## src/rtl/arbiter_word_packer.sv

```systemverilog
// Packs the arbiter's byte stream little-endian into 32-bit words presented on a
// ready/valid port; partial words are closed by flush, and bytes with no free storage are dropped.
module arbiter_word_packer #(
    parameter int CNT_W = 16
) (
    input  logic             clk,
    input  logic             rst,
    input  logic             in_valid,
    input  logic [7:0]       in_data,
    input  logic             flush,
    input  logic             out_ready,
    output logic             out_valid,
    output logic [31:0]      out_data,
    output logic [3:0]       out_keep,
    output logic             overflow,
    output logic [CNT_W-1:0] words_sent
);

    // Handshake: a word moves when out_valid && out_ready at a rising edge; while
    // out_valid && !out_ready, out_data/out_keep hold. The input side has no ready.
    logic [31:0] asm_q, asm_d;
    logic [2:0]  cnt_q, cnt_d;
    logic        overflow_d;
    logic        slot_free;
    logic        full_xfer;
    logic        flush_xfer;
    logic        xfer;
    logic        handshake;
    logic [3:0]  keep_new;

    always_comb begin
        slot_free  = !out_valid || out_ready;
        handshake  = out_valid && out_ready;
        full_xfer  = slot_free && (cnt_q == 3'd4);
        flush_xfer = slot_free && flush && !in_valid && (cnt_q != 3'd0) && (cnt_q != 3'd4);
        xfer       = full_xfer || flush_xfer;

        case (cnt_q)
            3'd1:    keep_new = 4'b0001;
            3'd2:    keep_new = 4'b0011;
            3'd3:    keep_new = 4'b0111;
            default: keep_new = 4'b1111;
        endcase

        asm_d      = asm_q;
        cnt_d      = cnt_q;
        overflow_d = overflow;

        if (xfer) begin
            asm_d = 32'd0;
            cnt_d = 3'd0;
        end

        // A flush transfer never coincides with a byte, so lane writes below cannot collide with it.
        if (in_valid) begin
            if (cnt_q < 3'd4) begin
                asm_d[{cnt_q[1:0], 3'b000} +: 8] = in_data;
                cnt_d = cnt_q + 3'd1;
            end else if (xfer) begin
                asm_d = {24'd0, in_data};
                cnt_d = 3'd1;
            end else begin
                overflow_d = 1'b1;
            end
        end
    end

    always_ff @(posedge clk) begin
        if (rst) begin
            asm_q      <= 32'd0;
            cnt_q      <= 3'd0;
            overflow   <= 1'b0;
            out_valid  <= 1'b0;
            out_data   <= 32'd0;
            out_keep   <= 4'd0;
            words_sent <= '0;
        end else begin
            asm_q    <= asm_d;
            cnt_q    <= cnt_d;
            overflow <= overflow_d;
            // Unfilled lanes of asm_q are already zero: it is cleared on every transfer.
            if (xfer) begin
                out_valid <= 1'b1;
                out_data  <= asm_q;
                out_keep  <= keep_new;
            end else if (handshake) begin
                out_valid <= 1'b0;
            end
            if (handshake) begin
                words_sent <= words_sent + 1'b1;
            end
        end
    end

endmodule

```

## config.mk

```make
export PLATFORM = sky130hd
export DESIGN_NAME = arbiter_word_packer
export DESIGN_NICKNAME = d
export VERILOG_FILES = /design/src/rtl/arbiter_word_packer.sv
export SDC_FILE = /design/constraint.sdc
export NUM_CORES = 1
export LEC_CHECK = 0
export ABC_AREA = 1
export BUFFER_PORTS_ARGS = -buffer_cell sky130_fd_sc_hd__buf_2
export CORE_ASPECT_RATIO = 1.25
export CORE_UTILIZATION = 55
export DETAILED_ROUTE_END_ITERATION = 6
export PLACE_DENSITY = 0.79
export SYNTH_ARGS = -nofsm -noshare
export SYNTH_HDL_FRONTEND = slang
export SYNTH_SLANG_ARGS = --single-unit
```

## constraint.sdc

```tcl
create_clock -name clk -period 2.59 [get_ports clk]
set_input_delay 0.3885 -clock clk [delete_from_list [all_inputs] [get_ports clk]]
set_output_delay 0.3885 -clock clk [all_outputs]
set_load 0.03 [all_outputs]
```

==> flow_metrics.env, run 1 <==
export IMPL_status="completed"
export IMPL_num_rows=32
export IMPL_synth_top_family_by_area="simple AND/OR/NAND/NOR gates"
export IMPL_critPathBufInv=3
export IMPL_synthCells=480
export IMPL_crit_path_start="cnt_q[1]"
export IMPL_crit_chain="inv_1, ha_1, inv_1, nand2_1, nand3_4, buf_4, o21ai_0, a21oi_1"
export IMPL_final_setup_tns_ns=0
export IMPL_syn_area_sq_mm=0.00360
export IMPL_synth_nets=499
export IMPL_synth_xor_area_share_pct=0.243
export IMPL_start_util_pct=57.7
export IMPL_holdBufCountCts=0
export IMPL_avgViaCountPerCell=5.03
export IMPL_post_cts_setup_buffers=0
export IMPL_synth_compound_area_share_pct=18.6
export IMPL_wl_um=7700
export IMPL_clkSlewWorstSetupHoldPaths_ns=0.09
export IMPL_cts_resized=0
export IMPL_startpoint_type="register"
export IMPL_hold_viol_final=0
export IMPL_muxShareOfSynthArea_pct=0
export IMPL_critPathKind="reg2reg"
export IMPL_r2r_setup_slack_ns=0.68
export IMPL_max_freq_ghz=0.523
export IMPL_htreeDepth=3
export IMPL_root_buffer="clkbuf_8"
export IMPL_cap_violations=0
export IMPL_die_area_sq_mm=0.00688
export IMPL_required_ns=2.84
export IMPL_crit_path_max_fanout=34
export IMPL_worst_slew_pin_slew_ns=0.516
export IMPL_cts_sinks=89
export IMPL_core_sq_mm=0.00625
export IMPL_antenna_cells=0
export IMPL_wl_per_cell_um=12.2
export IMPL_crit_path_end="out_data[10]"
export IMPL_peakVddDrop_v=0.000473
export IMPL_portBuffers=66
export IMPL_power_per_cell_area_mw_per_mm2=759
export IMPL_yosysUniqueCellTypes=27
export IMPL_drc=0
export IMPL_r2r_end="out_data[10]"
export IMPL_reg2reg_depth=8
export IMPL_ys_warn_count=0
export IMPL_avgSynthCellArea_sq_um=7.50
export IMPL_grt_max_degree=49
export IMPL_ios=67
export IMPL_drive_gt1_share_pct=17.4
export IMPL_fin_nets=560
export IMPL_cts_tree="built"
export IMPL_fin_cells=631
export IMPL_gp_congestion=0.918
export IMPL_antenna_found_initial=0
export IMPL_cp_slowest_cell="dfxtp_1"
export IMPL_arrival_ns=2.16
export IMPL_yosys_register_bits=89
export IMPL_dr_pass1_iters=4
export IMPL_fill_cells=590
export IMPL_grt_first_pass_wirelength_um=12500
export IMPL_end_kind="register"
export IMPL_min_period_over_period_pct=73.8
export IMPL_cpMostUsedCell="inv_1"
export IMPL_place_hpwl_um=5510
export IMPL_yosys_area_share_simple_pct=20.2
export IMPL_cp_depth=8
export IMPL_synthToLayoutAreaGrowth_pct=16.4
export IMPL_area_sequential_sq_mm=0.00178
export IMPL_multiInputGateArea_sq_mm=0.00148
export IMPL_ant_nets=0
export IMPL_rsz0062_at_grt="no"
export IMPL_ys_seq_area_share_pct=49.5
export IMPL_via_count=3172
export IMPL_cellLeakagePower_nw=1.72
export IMPL_drt_initial_drc_count=186
export IMPL_clk_latency_ns=0.36
export IMPL_ctsLongestPathBuffers=2
export IMPL_grt_pass1_vias=2918
export IMPL_critPathTopFamily="buffers and inverters"
export IMPL_hold_path_class="in2reg"
export IMPL_r2r_start="cnt_q[1]"
export IMPL_slew_violations=0
export IMPL_fp_dieW_um=74.4
export IMPL_synthAdderAreaFrac_pct=2.08
export IMPL_skew_ns=0.00968
export IMPL_fin_crit_ns=1.91
export IMPL_cts_made_buffers=9
export IMPL_dp_cells=615
export IMPL_track_usage_pct=23.9
export IMPL_slowest_delay_ns=0.34
export IMPL_whs_ns=0.338
export IMPL_gr_total_overflow=0
export IMPL_slew_limit_headroom_pct=65.6
export IMPL_die_y_um=92.5
export IMPL_setup_viol=0
stage by stage:
stage                     total power [mW]  util [%]  setup WS [ns]  area, sq um
final                                 3.18      67.1          0.678         4190
after global routing                  3.34      67.1          0.493         4190
after CTS                             3.20      67.1          0.673         4190
after detailed placement              2.25      63.8          0.678         3990
after global placement                2.24      63.8          0.744         3990
after floorplan                       2.07         -          0.660         3600
logic make-up (layout without fill, tap and decap cells):
kind of cell | count (synthesis) | count (layout)
xor+xnor | 1 | 1
compound gates | 132 | 132
simple gates | 164 | 164
flops | 89 | 89
fa+ha+maj | 6 | 6
buf+inv | 88 | 154
routing by layer:
layer | up-vias | track usage, % | wire [um]
met5 | - | 0 | 0
met4 | 0 | 9.43 | 128
met1 | 1410 | 26.8 | 3370
met3 | 10 | 5.33 | 284
li1 | 1685 | - | -
met2 | 67 | 42.6 | 3920
cell usage in the layout, fill, tap and decap left out, drive strengths merged, types with 3 or more instances in the layout:
cell      netlist  layout
clkinvlp        0       3
nor2           36      36
nand4           7       7
nand3          36      36
nand2          77      77
nor3            6       6
inv            67      68
dfxtp          89      89
a21oi          81      81
ha              6       6
clkbuf         16      10
buf             5      71
o21ai          47      47
synthesized netlist by cell type:
| master | number | area (sq um) |
|---|---|---|
| nand2_4 | 1 | 11.3 |
| nor2_1 | 35 | 131 |
| buf_4 | 1 | 7.51 |
| nor3_2 | 2 | 20.0 |
| o211ai_1 | 1 | 7.51 |
| nor2_2 | 1 | 6.26 |
| nand4_1 | 7 | 43.8 |
| buf_2 | 4 | 20.0 |
| o21ai_1 | 2 | 10.0 |
| xor2_1 | 1 | 8.76 |
| a21oi_1 | 81 | 405 |
| nor3_1 | 4 | 20.0 |
| nand2_1 | 75 | 282 |
| o31ai_1 | 1 | 7.51 |
| and3_1 | 1 | 6.26 |
| clkbuf_1 | 16 | 60.1 |
| o21ai_0 | 45 | 225 |
| ha_1 | 6 | 75.1 |
| nand2_2 | 1 | 6.26 |
| nor3b_1 | 1 | 7.51 |
| dfxtp_1 | 89 | 1780 |
| a31oi_1 | 1 | 6.26 |
| nand3_4 | 1 | 17.5 |
| nand3_1 | 35 | 175 |
| inv_1 | 65 | 244 |
| a211oi_1 | 1 | 7.51 |
| inv_2 | 2 | 7.51 |
registers in the layout (all words and copies together) (netlist names), named ones only:
register / count
out_keep: 4
out_data: 32
out_valid: 1
overflow: 1
words_sent: 16
asm_q: 24
cnt_q: 3
power by group:
part           total [mW]  internal [mW]  switching, mW
clock               0.964          0.473          0.491
sequential           1.54           1.48         0.0577
combinational       0.679          0.186          0.493
tightest hold or removal path, delay by kind of cell:
family	cells	cell delay [ns]
compound gates	1	0.08
buf+inv	1	0.12
simple gates	1	0.07
area by class of cell:
cell class	count	area share (%)
flip-flops and latches	89	42.5
multi-input cells	303	35.3
repair buffers	71	8.78
inverters	67	6.00
clock buffers	10	3.28
well taps	85	2.54
clock inverters	6	1.58
worst min path at each step:
stage                 start      endpoint  slack, ns  cells past startpoint
2_1_floorplan     asm_q[10]     asm_q[10]       0.44                      2
3_3_place_gp    out_data[2]   out_data[2]       0.43                      2
3_5_place_dp   out_data[17]  out_data[17]       0.44                      2
4_1_cts            in_valid      overflow       0.32                      3
5_1_grt          in_data[4]      register       0.33                      3
6_report           in_valid      overflow       0.34                      3
No activity file was read; power rests on OpenSTA's default activity.
==> run 2, diff against run 1 <==
--- a/config.mk
+++ b/config.mk
@@ -8,9 +8,9 @@
 export ABC_AREA = 1
 export BUFFER_PORTS_ARGS = -buffer_cell sky130_fd_sc_hd__buf_2
 export CORE_ASPECT_RATIO = 1.25
-export CORE_UTILIZATION = 55
+export CORE_UTILIZATION = 49
 export DETAILED_ROUTE_END_ITERATION = 6
-export PLACE_DENSITY = 0.79
+export PLACE_DENSITY = 0.75
 export SYNTH_ARGS = -nofsm -noshare
 export SYNTH_HDL_FRONTEND = slang
 export SYNTH_SLANG_ARGS = --single-unit
==> constraint.sdc (replaced) <==
create_clock -name clk -period 1.55 [get_ports clk]
set_input_delay 0.2325 -clock clk [delete_from_list [all_inputs] [get_ports clk]]
set_output_delay 0.2325 -clock clk [all_outputs]
set_load 0.03 [all_outputs]
==> flow_metrics.env, run 2 (synthesis gave the netlist of run 1 again) <==
export IMPL_status="completed"
export IMPL_max_freq_ghz=0.667
export IMPL_antenna_cells=0
export IMPL_ctsLongestPathBuffers=2
export IMPL_wl_per_cell_um=12.9
export IMPL_min_period_over_period_pct=96.7
export IMPL_rsz0062_at_grt="yes"
export IMPL_crit_path_max_fanout=8
export IMPL_reg2reg_depth=8
export IMPL_largest_register_ff_count=32
export IMPL_slew_limit_headroom_pct=69.7
export IMPL_cpMostUsedCell="inv_2"
export IMPL_drc=0
export IMPL_skew_ns=0.00671
export IMPL_critPathKind="reg2reg"
export IMPL_whs_ns=0.180
export IMPL_die_y_um=97.8
export IMPL_cts_made_buffers=9
export IMPL_antenna_found_initial=0
export IMPL_clockPowerShare_pct=31.6
export IMPL_fin_nets=574
export IMPL_htreeDepth=3
export IMPL_total_power_mw=5.64
export IMPL_cellLeakagePower_nw=1.81
export IMPL_synthToLayoutAreaGrowth_pct=23.6
export IMPL_drive_gt1_share_pct=23.8
export IMPL_drt_initial_drc_count=161
export IMPL_gp_congestion=0.932
export IMPL_holdBufCountCts=0
export IMPL_grt_first_pass_wirelength_um=13800
export IMPL_fill_cells=667
export IMPL_startpoint_type="register"
export IMPL_grt_pass1_vias=3114
export IMPL_worst_slew_pin_slew_ns=0.454
export IMPL_r2r_setup_slack_ns=0.05
export IMPL_root_buffer="clkbuf_8"
export IMPL_placed_area_sq_mm=0.00412
export IMPL_wl_um=8360
export IMPL_area_sequential_sq_mm=0.00179
export IMPL_critPathBufInv=3
export IMPL_portBuffers=66
export IMPL_cp_slowest_cell="dfxtp_2"
export IMPL_setup_slack_ns=0.0504
export IMPL_clk_latency_ns=0.35
export IMPL_grt_max_degree=49
export IMPL_fin_crit_ns=1.50
export IMPL_ios=67
export IMPL_p_int_mw=3.88
export IMPL_min_from="in_data[2]"
export IMPL_clkSlewWorstSetupHoldPaths_ns=0.08
export IMPL_num_rows=34
export IMPL_regMostFlops="out_data"
export IMPL_core_sq_mm=0.00702
export IMPL_r2r_start="cnt_q[1]"
export IMPL_pre_cts_ws_ns=0.00863
export IMPL_fp_dieW_um=78.7
export IMPL_reg_top3="out_data (32), asm_q (24), words_sent (16)"
export IMPL_avgViaCountPerCell=5.17
export IMPL_power_switching_mw=1.77
export IMPL_hold_viol_final=0
export IMPL_holdPathStages=3
export IMPL_final_setup_tns_ns=0
export IMPL_cts_tree="built"
export IMPL_hold_path_class="in2reg"
export IMPL_multiInputGateArea_sq_mm=0.00157
export IMPL_crit_chain="inv_2, ha_4, inv_2, nand4_1, a21oi_4, buf_12, nand3_2, a21oi_1"
export IMPL_place_hpwl_um=5900
export IMPL_start_util_pct=51.3
export IMPL_slew_violations=0
export IMPL_pwr_share_seq_pct=45.5
export IMPL_critPathTopFamily="flip-flops"
export IMPL_peakVddDrop_v=0.000513
export IMPL_power_per_cell_area_mw_per_mm2=1270
export IMPL_cap_violations=0
export IMPL_combPwrFrac_pct=22.9
export IMPL_final_area_sq_mm=0.00445
export IMPL_slowest_delay_ns=0.34
export IMPL_layout_commonest_cell="dfxtp_1"
export IMPL_track_usage_pct=22.9
export IMPL_power_switching_share_pct=31.3
export IMPL_required_ns=1.83
export IMPL_dr_pass1_iters=4
export IMPL_cts_sinks=89
export IMPL_mostFrequentLayoutCells="dfxtp_1, a21oi_1, nand2_1, buf_2, inv_1"
export IMPL_end_kind="register"
export IMPL_ant_nets=0
export IMPL_die_area_sq_mm=0.00770
export IMPL_arrival_ns=1.78
export IMPL_gr_total_overflow=0
export IMPL_setup_viol=0
export IMPL_via_count=3358
[run 2: changes by cell type in the layout (fill, tap and decap cells not counted), sizes merged]
cell,before,now
bufinv,1,2
clkinvlp,3,2
buf,71,85
clkbuf,10,12
inv,68,67
clkinv,1,0
[run 2: tightest hold or removal path, delay by kind of cell]
family	cells	cell delay, ns
compound gates	1	0.05
buf+inv	1	0.14
simple gates	1	0.07
[run 2: layer usage]
layer	routed length (um)	up-vias	GRT usage, %
met5	0	-	0
met4	204	0	8.97
met3	355	17	5.51
met2	4230	83	39.9
met1	3570	1539	26.6
li1	-	1719	-
[run 2: through the flow]
step	cells	util [%]
3_5_place_dp	633	58.7
6_report	650	63.4
3_3_place_gp	633	58.7
5_1_grt	650	63.4
4_1_cts	649	62.1
2_1_floorplan	480	-
[run 2: how the worst max path moves through the flow]
stage          startpoint       end  slack, ns  cells past startpoint
2_1_floorplan    cnt_q[0]  overflow      -0.03                     10
3_3_place_gp     cnt_q[0]  register       0.09                      7
3_5_place_dp     cnt_q[0]  register      0.009                      7
4_1_cts          cnt_q[0]  register      0.004                      9
5_1_grt          cnt_q[1]  register      -0.07                      8
6_report         cnt_q[1]  register       0.05                      8
[run 2: power by group through the flow]
stage	combinational [mW]	clock, mW	sequential [mW]
final	1.29	1.78	2.57
after floorplan	0.552	0	2.94
after CTS	1.25	1.81	2.57
after global routing	1.41	1.92	2.60
after global placement	1.21	0	2.61
after detailed placement	1.24	0	2.62
[run 2: layout make-up]
class | instances | share of cell area, %
clock buffer | 12 | 3.49
multi-input combinational | 303 | 35.3
tap | 90 | 2.53
timing repair buffer | 85 | 11.3
clock inverter | 4 | 1.69
sequential | 89 | 40.1
inverter | 67 | 5.65
[run 2: timing repair]
item | CTS | global route
resized for setup | 3 | 25
setup endpoints to repair | 3 | 62
pin swaps | 0 | 2
buffers inserted | 0 | 1
==> run 3, diff against run 2 <==
==> constraint.sdc (replaced) <==
create_clock -name clk -period 1.3 [get_ports clk]
set_input_delay 0.195 -clock clk [delete_from_list [all_inputs] [get_ports clk]]
set_output_delay 0.195 -clock clk [all_outputs]
set_load 0.03 [all_outputs]
==> flow_metrics.env, run 3 (synthesis gave the netlist of run 1 again) <==
export IMPL_violations="negative setup slack"
export IMPL_power_per_cell_area_mw_per_mm2=1380
export IMPL_htreeDepth=3
export IMPL_fin_crit_ns=1.55
export IMPL_grt_pass1_vias=3599
export IMPL_r2r_setup_slack_ns=-0.25
export IMPL_ant_nets=0
export IMPL_drive_gt1_share_pct=49.7
export IMPL_mostFrequentLayoutCells="dfxtp_1, buf_2, inv_1, nand2_1, a21oi_2"
export IMPL_hold_viol_final=0
export IMPL_worst_slew_pin_slew_ns=0.409
export IMPL_clkSlewWorstSetupHoldPaths_ns=0.10
export IMPL_critPathKind="reg2reg"
export IMPL_cpMostUsedCell="inv_4"
export IMPL_max_freq_ghz=0.644
export IMPL_die_y_um=97.8
export IMPL_wl_um=11500
export IMPL_reg_top3="out_data (32), asm_q (24), words_sent (16)"
export IMPL_cp_slowest_cell="dfxtp_2"
export IMPL_rsz0062_at_grt="yes"
export IMPL_track_usage_pct=28.0
export IMPL_setup_slack_ns=-0.253
export IMPL_largest_register_ff_count=32
export IMPL_synthToLayoutAreaGrowth_pct=53.6
export IMPL_avgViaCountPerCell=5.46
export IMPL_hold_path_class="in2reg"
export IMPL_fill_cells=445
export IMPL_place_hpwl_um=6310
export IMPL_crit_chain="inv_4, ha_4, inv_4, nand4_1, a21oi_4, nand3_1, a21oi_1"
export IMPL_min_period_over_period_pct=119
export IMPL_cellLeakagePower_nw=2.17
export IMPL_num_rows=34
export IMPL_cts_tree="built"
export IMPL_crit_path_max_fanout=8
export IMPL_drt_initial_drc_count=210
export IMPL_drc=0
export IMPL_via_count=3749
export IMPL_critPathTopFamily="compound AO/OA/AOI/OAI gates"
export IMPL_arrival_ns=1.85
export IMPL_root_buffer="clkbuf_8"
export IMPL_skew_ns=0.0126
export IMPL_regMostFlops="out_data"
export IMPL_grt_first_pass_wirelength_um=16700
export IMPL_dp_cells=651
export IMPL_peakVddDrop_v=0.000904
export IMPL_wl_per_cell_um=16.7
export IMPL_setup_viol=73
export IMPL_cts_made_buffers=9
export IMPL_whs_ns=0.122
export IMPL_final_setup_tns_ns=-9.46
export IMPL_multiInputGateArea_sq_mm=0.00215
export IMPL_slowest_delay_ns=0.36
export IMPL_dr_pass1_iters=4
export IMPL_slew_limit_headroom_pct=72.7
export IMPL_fp_dieW_um=78.7
export IMPL_fin_cells=687
export IMPL_startpoint_type="register"
export IMPL_slew_violations=0
export IMPL_fin_nets=611
export IMPL_pre_cts_ws_ns=-0.237
export IMPL_end_kind="register"
export IMPL_cts_sinks=89
export IMPL_ctsLongestPathBuffers=2
export IMPL_ios=67
export IMPL_total_power_mw=7.63
export IMPL_antenna_found_initial=0
export IMPL_die_area_sq_mm=0.00770
export IMPL_clk_latency_ns=0.37
export IMPL_start_util_pct=51.3
export IMPL_area_sequential_sq_mm=0.00180
export IMPL_portBuffers=66
export IMPL_antenna_cells=0
export IMPL_required_ns=1.60
export IMPL_critPathBufInv=2
export IMPL_cap_violations=0
export IMPL_status="complete, but fails checks"
export IMPL_layout_commonest_cell="dfxtp_1"
export IMPL_gr_total_overflow=0
export IMPL_gp_congestion=0.907
export IMPL_core_sq_mm=0.00702
export IMPL_grt_max_degree=49
[run 3: worst paths after layout]
kind / start / to / cells past startpoint
worst max-delay path: cnt_q[0] / register / 7
worst min-delay path: in_data[0] / asm_q[16] / 3
worst max register to register: cnt_q[0] / register / 7
worst min register to register: out_data[21] / out_data[21] / 2
[run 3: area by class of cell]
type	instances	area share, %
clock buffer	10	2.49
clock inverter	6	1.36
inverter	67	5.04
multi-input combinational	304	38.9
sequential	89	32.5
tap	90	2.04
timing repair buffer	120	17.5
timing repair inverter	1	0.0679
[run 3: power by group]
part,total (mW),internal (mW),leakage (nW),switching [mW]
combinational,2.52,1.00,1.33,1.51
clock,2.04,0.968,0.105,1.07
sequential,3.07,2.95,0.729,0.125
[run 3: worst min-delay path, delay by kind of cell]
| kind | cells | cell delay (ns) |
|---|---|---|
| simple gates | 1 | 0.08 |
| buf+inv | 1 | 0.13 |
| compound gates | 1 | 0.05 |
[run 3: what timing repair did]
action	4_1_cts	5_1_grt
cloned	5	2
gates resized for setup	134	95
pin swaps	43	32
buffers inserted	10	3
endpoints found under the hold margin	0	0
hold buffers	0	0
setup endpoints to repair	73	82
[run 3: metrics by stage]
| step | instance area (sq um) | util (%) |
|---|---|---|
| floorplan | 3670 | - |
| global placement | 4310 | 61.4 |
| detailed placement | 4310 | 61.4 |
| CTS | 5120 | 72.9 |
| global route | 5530 | 78.8 |
| finish | 5530 | 78.8 |
[run 3: layer usage]
layer,vias up,GRT usage [%],part of all wire [%],wire length (um)
li1,1795,-,-,-
met1,1778,32.4,38,4350
met2,140,47.6,53,6100
met3,36,6.07,5.3,614
met4,0,15.1,3.9,445
met5,-,0,0,0
